**config.mk**
```make
export PLATFORM = sky130hd
export DESIGN_NAME = sha256_sched_ctrl
export DESIGN_NICKNAME = d
export VERILOG_FILES = /design/src/rtl/sha256_pkg.sv /design/src/rtl/sha256_round_cnt.sv /design/src/rtl/sha256_sched_ctrl.sv
export SDC_FILE = /design/constraint.sdc
export NUM_CORES = 1
export LEC_CHECK = 0
export ABC_CLOCK_PERIOD_IN_PS = 6100
export BUFFER_PORTS_ARGS = -buffer_cell sky130_fd_sc_hd__buf_2
export CAP_MARGIN = 20
export CORE_MARGIN = 5
export CORE_UTILIZATION = 51
export DETAILED_ROUTE_END_ITERATION = 10
export PLACE_DENSITY = 0.78
export RECOVER_POWER = 100
export SETUP_SLACK_MARGIN = 0.15
export SLEW_MARGIN = 10
export SYNTH_ARGS = -nofsm -noshare
export SYNTH_HDL_FRONTEND = slang
export SYNTH_HIERARCHICAL = 1
export SYNTH_SLANG_ARGS = --single-unit
```
**constraint.sdc**
```tcl
create_clock -name CLK -period 6.1 [get_ports CLK]
set_clock_uncertainty 0.15 [all_clocks]
set_input_delay 0.915 -clock CLK [delete_from_list [all_inputs] [get_ports CLK]]
set_output_delay 0.915 -clock CLK [all_outputs]
set_load 0.01 [all_outputs]
```
**src/rtl/sha256_pkg.sv**
```systemverilog
// rtl/sha256_pkg.sv - shared state encoding and sizing constants for the SHA-256 sequencer
package sha256_pkg;
    localparam int ROUNDS    = 64;
    localparam int MSG_WORDS = 16;
    localparam int WORD_W    = 32;
    localparam int IDX_W     = 6;

    typedef enum logic [2:0] {
        ST_IDLE,
        ST_INIT,
        ST_MSG,
        ST_EXP,
        ST_FINAL,
        ST_DONE
    } state_t;
endpackage

```
**src/rtl/sha256_round_cnt.sv**
```systemverilog
// rtl/sha256_round_cnt.sv - round counter with clear, enable and two terminal-count flags
module sha256_round_cnt #(
    parameter int W      = 6,
    parameter int TERM_A = 15,
    parameter int TERM_B = 63
) (
    input  logic         CLK,
    input  logic         RST,
    input  logic         en,
    input  logic         clr,
    output logic [W-1:0] cnt,
    output logic         term_a,
    output logic         term_b
);
    always_ff @(posedge CLK or posedge RST) begin
        if (RST)
            cnt <= '0;
        else if (clr)
            cnt <= '0;
        else if (en)
            cnt <= cnt + 1'b1;
    end

    assign term_a = (cnt == W'(TERM_A));
    assign term_b = (cnt == W'(TERM_B));
endmodule

```
**src/rtl/sha256_sched_ctrl.sv**
```systemverilog
// rtl/sha256_sched_ctrl.sv - control sequencer for one SHA-256 compression pass (no datapath)
module sha256_sched_ctrl
    import sha256_pkg::*;
#(
    parameter int ROUNDS    = 64,
    parameter int MSG_WORDS = 16
) (
    input  logic       CLK,
    input  logic       RST,
    input  logic       blk_valid,
    input  logic       first_blk,
    input  logic       last_blk,
    output logic       blk_ready,
    input  logic       msg_valid,
    output logic       msg_ready,
    output logic [5:0] round_idx,
    output logic       w_shift,
    output logic       w_sel,
    output logic       iv_load,
    output logic       wv_load,
    output logic       round_en,
    output logic       h_update,
    output logic       digest_valid,
    input  logic       digest_ready,
    output logic       busy
);
    state_t state, state_nx;
    logic   first_q, last_q, armed;
    logic   cnt_en, cnt_clr, term_msg, term_rnd;

    sha256_round_cnt #(
        .W      (IDX_W),
        .TERM_A (MSG_WORDS - 1),
        .TERM_B (ROUNDS - 1)
    ) u_cnt (
        .CLK    (CLK),
        .RST    (RST),
        .en     (cnt_en),
        .clr    (cnt_clr),
        .cnt    (round_idx),
        .term_a (term_msg),
        .term_b (term_rnd)
    );

    // armed keeps blk_ready low until the first edge after reset release
    always_ff @(posedge CLK or posedge RST) begin
        if (RST) begin
            state   <= ST_IDLE;
            armed   <= 1'b0;
            first_q <= 1'b0;
            last_q  <= 1'b0;
        end else begin
            state <= state_nx;
            armed <= 1'b1;
            if (blk_valid && blk_ready) begin
                first_q <= first_blk;
                last_q  <= last_blk;
            end
        end
    end

    always_comb begin
        state_nx = state;
        case (state)
            ST_IDLE:  if (blk_valid && blk_ready) state_nx = ST_INIT;
            ST_INIT:  state_nx = ST_MSG;
            ST_MSG:   if (msg_valid && term_msg) state_nx = ST_EXP;
            ST_EXP:   if (term_rnd) state_nx = ST_FINAL;
            ST_FINAL: state_nx = last_q ? ST_DONE : ST_IDLE;
            ST_DONE:  if (digest_ready) state_nx = ST_IDLE;
            default:  state_nx = ST_IDLE;
        endcase
    end

    always_comb begin
        blk_ready    = (state == ST_IDLE) && armed;
        msg_ready    = (state == ST_MSG);
        w_sel        = (state == ST_EXP);
        w_shift      = ((state == ST_MSG) && msg_valid) || (state == ST_EXP);
        round_en     = w_shift;
        iv_load      = (state == ST_INIT) && first_q;
        wv_load      = (state == ST_INIT) && !first_q;
        h_update     = (state == ST_FINAL);
        digest_valid = (state == ST_DONE);
        busy         = (state != ST_IDLE);
        cnt_en       = w_shift && !((state == ST_EXP) && term_rnd);
        // round 63 clears rather than wraps so FINAL always sees round_idx 0
        cnt_clr      = (state == ST_EXP) && term_rnd;
    end
endmodule

```
==> results of run 1 <==
==> where the power goes <==
group,switching [µW],internal (µW),total (µW)
clock,24.2,36.3,60.4
sequential,39.1,108,147
combinational,76.7,57.2,134
==> state kept, by name, summed over array words and instances, names as in the netlist <==
name / flops
u_cnt/cnt: 6
last_q: 1
armed: 1
first_q: 1
state: 3
==> path summary, 6_finish.rpt <==
check	to	cells past startpoint	from	slack, ns
worst max-delay path	u_cnt/cnt[5]	9	u_cnt/cnt[0]	3.58
min in group asynchronous	state[0]	2	RST	0.40
worst max register to register	u_cnt/cnt[5]	9	u_cnt/cnt[0]	3.58
max in group asynchronous	u_cnt/cnt[5]	2	RST	5.20
worst min register to register	last_q	1	last_q	0.39
worst min-delay path	last_q	1	last_q	0.39
==> per-stage QoR <==
stage	utilization (%)	worst slack, ns	area [µm²]
floorplan	-	3.74	703
global placement	61.5	3.71	801
detailed placement	61.5	3.63	801
CTS	64.3	3.55	837
global route	62.0	3.41	807
finish	62.0	3.58	807
==> cell usage in the layout (no fill, tap or decap), types with 3 or more instances in the layout <==
master	synthesis	routed
o21ai_0	4	4
dfrtp_1	12	12
a21oi_1	3	3
nand2_1	5	5
buf_2	1	7
nor2_1	11	11
clkbuf_4	0	3
clkbuf_1	0	15
xor2_1	3	3
inv_1	6	6
and3_1	3	3
==> layer usage <==
layer,vias to the layer above,global-route usage [%]
met5,-,0
met4,0,11.6
met3,2,3.83
met2,19,22.2
met1,283,18.9
li1,303,-
==> cell type report <==
cell class | instances | share of cell area [%]
Multi-Input combinational cell | 54 | 41.9
Sequential cell | 12 | 37.2
Timing Repair Buffer | 22 | 11.3
Clock buffer | 4 | 4.50
Inverter | 6 | 2.79
Tap cell | 15 | 2.33
==> worst register-to-register path, delay by kind of cell, from the launching register on <==
family,cells,cell delay [ns]
simple gates,6,1.43
flops,1,0.43
fa+ha+maj,1,0.24
compound gates,2,0.19
==> synth_stat cells <==
library cell / number / area (µm²)
nand2b_1: 1 / 6.26
nor2b_1: 1 / 6.26
nand2b_2: 1 / 8.76
nand2_1: 5 / 18.8
a31oi_1: 1 / 6.26
mux2i_1: 1 / 10.0
or3_1: 1 / 6.26
buf_2: 1 / 5.00
a21oi_1: 3 / 15.0
nand4_2: 1 / 12.5
ha_1: 1 / 12.5
buf_4: 2 / 15.0
nand3_1: 1 / 5.00
dfrtp_1: 12 / 300
xnor2_1: 1 / 8.76
inv_1: 6 / 22.5
nor4_1: 1 / 6.26
nor2_1: 11 / 41.3
o21bai_1: 1 / 7.51
mux2_1: 2 / 22.5
o22ai_1: 1 / 6.26
o21ai_0: 4 / 20.0
xor2_1: 3 / 26.3
and2_1: 2 / 12.5
and3_1: 3 / 18.8
and3b_1: 1 / 8.76
nand3_2: 1 / 10.0
nand4_1: 1 / 6.26
buf_6: 1 / 11.3
a32o_1: 1 / 10.0
nor4b_1: 1 / 8.76
nor3_4: 1 / 16.3
conb_1: 1 / 3.75
nor3b_1: 1 / 7.51
==> cells by family after synthesis <==
group,Yosys count
other,1
multiplexers,3
AND/OR/NAND/NOR,34
adder cells (fa/ha/maj),1
buffers and inverters,10
XOR/XNOR,4
flip-flops,12
AO/OA/AOI/OAI,11
==> key figures, run 1 <==
Critical path
  – Critical Path Fanout Max: 5
  – Crit path launch type: flop
  – Delay-heaviest family, CP: simple AND/OR/NAND/NOR gates
  – Critical Path RT: between 6 and 7 ns
  – CP Cell Sequence: ha_1 -> and3_1 -> and3_1 -> nor2b_1 -> a21oi_1 -> nor2_1 -> nand4_2 -> or3_1 -> a21oi_1
  – WP data arrival: between 2 and 3 ns
  – CP Buf/Inv Count: 0
  – Type of the worst setup path: reg2reg
  – Endpoint type of the worst setup path: flop
  – Crit path largest cell delay: 0.43 ns
  – CP max stage cell: dfrtp_1

GRT
  – Initial antenna violation count: 0
  – Grt ovf: 0
  – Vias in the first global route: 552
  – First-pass GRT wire length: about 2.3 mm
  – Largest net degree at the start of global routing: 13
  – Overall Global Routing Usage: 15.1%

Yosys
  – Synth Instances: 76
  – Synth Register Bits: 12
  – Synth Area in Compound Gates: 9.25%
  – Adder-Cell Fraction of Synth Area: under 10%
  – Post-synthesis xor/xnor area fraction: under 10%
  – Area share of and/or/nand/nor cells after synthesis: about 28%
  – Mapped Area: 703 µm²
  – Mapped Avg Cell Area: around 9.3 µm²
  – YS warnings: 6
  – Seq/Total Area, Yosys: between 40% and 50%
  – Unique masters post-synth: 34
  – Largest family of logic cells by synthesized area: simple AND/OR/NAND/NOR gates
  – Post-synthesis mux area share: under 10%
  – Syn nets: 84

Timing
  – RSZ-0062 raised after global routing: no
  – Final setup vio count: 0
  – Count of final max-slew check failures: 0
  – Minimum clock period: roughly 2.5 ns
  – Fmax: slightly below 400 MHz
  – Setup tns final: 0 ns
  – Final hold slack: slightly below 0.4 ns
  – Final period util: around 41%
  – Final hold violations: 0

Pwr
  – Power per cell area: ~420 mW/mm²
  – Overall power: 341 µW
  – Leakage: approximately 0.00036 µW
  – VDD IR max: ~0.22 mV

Clocking
  – Worst skew pair latency: approximately 0.27 ns
  – TritonCTS Buffers: 3
  – Post-CTS setup buffers: 0
  – Clock buffer depth: 2
  – CTS tree: yes
  – Sink Count: 12
  – Clock root cell: clkbuf_4
  – Post-cts gate resize count: 0
  – Clk slew on worst S/H paths: 0.07 ns
  – Max H-tree Level: 1
  – Hold_buf cts: 0

Detailed routing
  – Met2 wire length: roughly 640 µm
  – Routed length on met3: between 90 and 100 µm
  – Post-Route WL: around 1.4 mm
  – DRC Markers: 0
  – DR vias/cell: between 5 and 6
  – Via Count: 607
  – DR WL/cell: 12.2 µm
  – Top routing layer used: met4
  – First-pass DRT Iterations: 4
  – Routed Antenna Nets: 0
  – Met1 Wirelength: approximately 630 µm
  – Iteration-0 DRC Markers: 9

Cells and area
  – Sequential Area: 300 µm²
  – Area grow syn2layout: 14.8%
  – Ratio of cells with drive above 1 in the final layout: roughly 14%
  – Multi-input logic area: 338 µm²
  – Final #Nets: roughly 110
  – Fill count: 120
  – Number of diodes: 0
  – Non-Filler Instances: about 110

Outcome
  – Status: complete, no violations

Floorplanning
  – Die Span X: approximately 47 µm
  – Initial Utilization: a little over half
  – Die area: between 0.002 and 0.0025 mm²
  – Core area: 0.00130 mm²
  – Die height: ~47 µm
  – Row count: 13
  – I/O Pins: 23

Place
  – GP Congestion: 0.838
  – PortBufs: 22
  – Placed insts: 109
  – Post-DP HPWL: roughly 1.1 mm

Hold path
  – HP Class: reg2reg

Run
  – Max Cap Viol: 0
Power figures use the tool's default switching activity.
==> run 2, diff against run 1 <==
Settings changed: ABC_AREA from default to 1, ABC_CLOCK_PERIOD_IN_PS 6100 to 2500, CORE_UTILIZATION 51 to 49, PLACE_DENSITY 0.78 to 0.75.
Clock period 6.1 ns to 2.5 ns, I/O delays scaled along.
==> run 2 against run 1 <==
  * Die area rose by 9.2%
  * Combinational power rose to 4.3 times the previous value
  * Sequential cell count did not move
  * Cell area rose by 9.5%
  * Synthesized cell count rose by 38%
  * First-iteration DRC count rose to 3.3 times the previous value
  * Cell count rose by 30%
  * Register-to-register slack got worse by 3.1 ns
  * Core utilization fell by 2.7 points
  * Area after synthesis rose by 7.3%
  * Critical path type unchanged
  * Largest power group is now combinational cells
==> key figures, run 2 <==
Pwr
  – Overall power: 1090 µW (+220%)
  – Power per cell area: 1230 mW/mm² (+190%)
  – VDD IR max: 0.648 mV (+190%)
  – Switching Fraction: 47.9% (+6.8 points)
  – Total internal power: 567 µW (+180%)
  – Clk pwr share: 14.0% (-3.7 points)
  – Switch Pwr: 521 µW (+270%)
  – Logic pwr share: 52.7% (+13 points)
  – Flop pwr share: 33.3% (-9.7 points)
  – Leakage: 0.000487 µW (+34%)

Yosys
  – Largest area contributor in the netlist: dfrtp_1
  – Syn nets: 113 (+35%)
  – Top cells by area, synth: dfrtp_1, nand2_1, inv_1, nor2_1, nand3_1
  – Predominant post-synthesis flop cell: dfrtp_1
  – Post-synth top cells: nand2_1, inv_1, nor2_1
  – Mapped Area: 754 µm² (+7.3%)
  – Unique masters post-synth: 22 (-35%)
  – Count leader, synth: nand2_1
  – Synth Instances: 105 (+38%)
  – Seq/Total Area, Yosys: 39.8% (-2.9 points)
  – Mapped Avg Cell Area: 7.19 µm² (-22%)
  – Post-synth EDFFs: 0 (unchanged)
  – Post-synth top area share: 39.8% (-2.9 points)
  – Asr flop ratio synth: 100% (unchanged)
  – YS warnings: 6 (unchanged)
  – Synth Register Bits: 12 (unchanged)

GRT
  – First-pass GRT wire length: 2.77 mm (+23%)
  – Overall Global Routing Usage: 14.4% (-0.68 points)
  – Initial antenna violation count: 0 (unchanged)
  – Largest net degree at the start of global routing: 8 (-5)
  – Vias in the first global route: 674 (+22%)
  – Grt ovf: 0 (unchanged)

Clocking
  – TritonCTS Buffers: 3 (unchanged)
  – Clock root cell: clkbuf_4
  – Post-cts gate resize count: 0 (unchanged)
  – Clock buffer depth: 2 (unchanged)
  – Sink Count: 12 (unchanged)
  – CTS tree: yes
  – Worst skew pair latency: 0.27 ns (about the same)
  – Clk slew on worst S/H paths: 0.08 ns (about the same)
  – Max H-tree Level: 1 (unchanged)

Critical path
  – Reg2reg end: u_cnt/cnt[3]
  – Type of the worst setup path: reg2reg
  – Crit path launch type: flop
  – Reg2reg path depth: 12 (+3)
  – Critical Path RT: 2.52 ns (-3.62 ns)
  – WP data arrival: 2.03 ns (-0.53 ns)
  – Endpoint type of the worst setup path: flop
  – R2R setup slack: 0.49 ns (-3.09 ns)
  – Critical Path Fanout Max: 5 (unchanged)
  – Worst flop-to-flop path startpoint: u_cnt/cnt[1]

Cells and area
  – Post-Route Utilization: 59.3% (-2.7 points)
  – Biggest regs: u_cnt/cnt (6), state (3)
  – Final #Nets: 140 (+31%)
  – Final instance area: 883 µm² (+9.5%)
  – Max reg flops: 6 (unchanged)
  – Non-Filler Instances: 147 (+30%)
  – Largest register by flop count: u_cnt/cnt
  – Number of diodes: 0 (unchanged)
  – Sequential Area: 300 µm² (unchanged)
  – Fill count: 151 (+26%)
  – Ratio of cells with drive above 1 in the final layout: 16.8% (+2.5 points)
  – Most common cell after layout, fill and taps aside: nand2_1
  – Commonest non-fill, non-tap cells in the layout: nand2_1, inv_1, nor2_1
  – Area grow syn2layout: 17.1%
  – Multi-input logic area: 349 µm² (+3.3%)

Detailed routing
  – DRC Markers: 0 (unchanged)
  – Iteration-0 DRC Markers: 30 (+21)
  – Via Count: 736 (+21%)
  – DR WL/cell: 11.0 µm (-9.4%)
  – First-pass DRT Iterations: 4 (unchanged)
  – Post-Route WL: 1.62 mm (+18%)
  – Routed Antenna Nets: 0 (unchanged)
  – DR vias/cell: 5.01 (-6.8%)

Floorplanning
  – Row count: 14 (+1)
  – Initial Utilization: 50.7% (-3.4 points)
  – Die Span X: 49.2 µm (+4.5%)
  – Die area: 0.00242 mm² (+9.2%)
  – I/O Pins: 23 (unchanged)
  – Core area: 0.00149 mm² (+14%)
  – Die height: 49.2 µm (+4.5%)

Hold path
  – Hold path depth: 3 (+2)
  – Hold Path Origin: last_blk
  – Worst Hold Path EP: last_q
  – HP Class: in2reg

Timing
  – Final period util: 80.3% (+39 points)
  – Final hold violations: 0 (unchanged)
  – RSZ-0062 raised after global routing: no
  – Fmax: 498 MHz (+25%)
  – Minimum clock period: 2.01 ns (-0.508 ns)
  – Setup tns final: 0 ns (unchanged)
  – Final setup vio count: 0 (unchanged)
  – Count of final max-slew check failures: 0 (unchanged)

Place
  – Post-DP HPWL: 1.31 mm (+23%)
  – GP Congestion: 0.884 (+5.4%)
  – DP Area: 877 µm² (+9.5%)
  – Placed insts: 142 (+30%)
  – PortBufs: 22 (unchanged)

Run
  – Max Cap Viol: 0 (unchanged)

Outcome
  – Status: complete, no violations
## run 2: per-layer routing
metal	share of wire, %	up-vias	GRT usage [%]
met3	7.9	4	2.45
met2	50	30	25.8
met4	1.4	0	7.62
met5	0	-	0
li1	-	373	-
met1	40	329	15.9
## run 2: cells by family (layout without fill, tap and decap cells)
kind of cell / count (synthesis) / count (layout) / share of synthesized area (%)
and+or+nand+nor: 60 / 60 / 38.8
AOI/OAI and AO/OA: 10 / 10 / 8.29
DFF: 12 / 12 / 39.8
other: 1 / 1 / 0.497
adders and majority gates: 1 / 1 / 1.66
buffers and inverters: 21 / 47 / 10.9
## run 2: power by group through the flow
stage               Sequential (µW)  Combinational, µW  Clock, µW
finish                          362                573        152
global route                    382                652        166
global placement                362                612          0
floorplan                       375                435          0
CTS                             363                627        155
detailed placement              365                623          0
## run 2: worst max-delay path by stage
stage | startpoint | endpoint | depth (start not counted)
3_3_place_gp | u_cnt/cnt[1] | u_cnt/cnt[3] | 12
4_1_cts | u_cnt/cnt[1] | u_cnt/cnt[3] | 12
3_5_place_dp | u_cnt/cnt[1] | u_cnt/cnt[3] | 12
6_report | u_cnt/cnt[1] | u_cnt/cnt[3] | 12
5_1_grt | state[1] | blk_ready | 6
2_1_floorplan | u_cnt/cnt[1] | u_cnt/cnt[3] | 12
## run 2: what timing repair did
action | CTS | global route
setup buffers | 0 | 0
hold endpoints to repair | 12 | 0
hold buffers | 1 | 0
endpoints found under the setup margin | 0 | 0
## run 2: stage by stage
step	setup WS [ns]	hold WS (ns)
2_1_floorplan	0.765	0.0160
3_3_place_gp	0.735	0.145
3_5_place_dp	0.643	0.158
4_1_cts	0.613	0.191
5_1_grt	0.390	0.196
6_report	0.492	0.189
## run 2: layout make-up
type                            count  area share [%]
Tap cell                           16            2.27
Multi-Input combinational cell     72            39.5
Clock buffer                        4            4.11
Inverter                           20            8.50
Timing Repair Buffer               23            11.6
Sequential cell                    12            34.0
## run 2: critical path: stages (launching register included)
cell and delay, ns:
dfrtp_1 0.41, ha_1 0.20, nand2_1 0.12, nor3_1 0.15
inv_1 0.10, nand2_2 0.08, nand2_1 0.12, nor2_1 0.21
inv_1 0.12, nand2_1 0.11, nand2_1 0.05, nand2_1 0.07
nor2_2 0.03
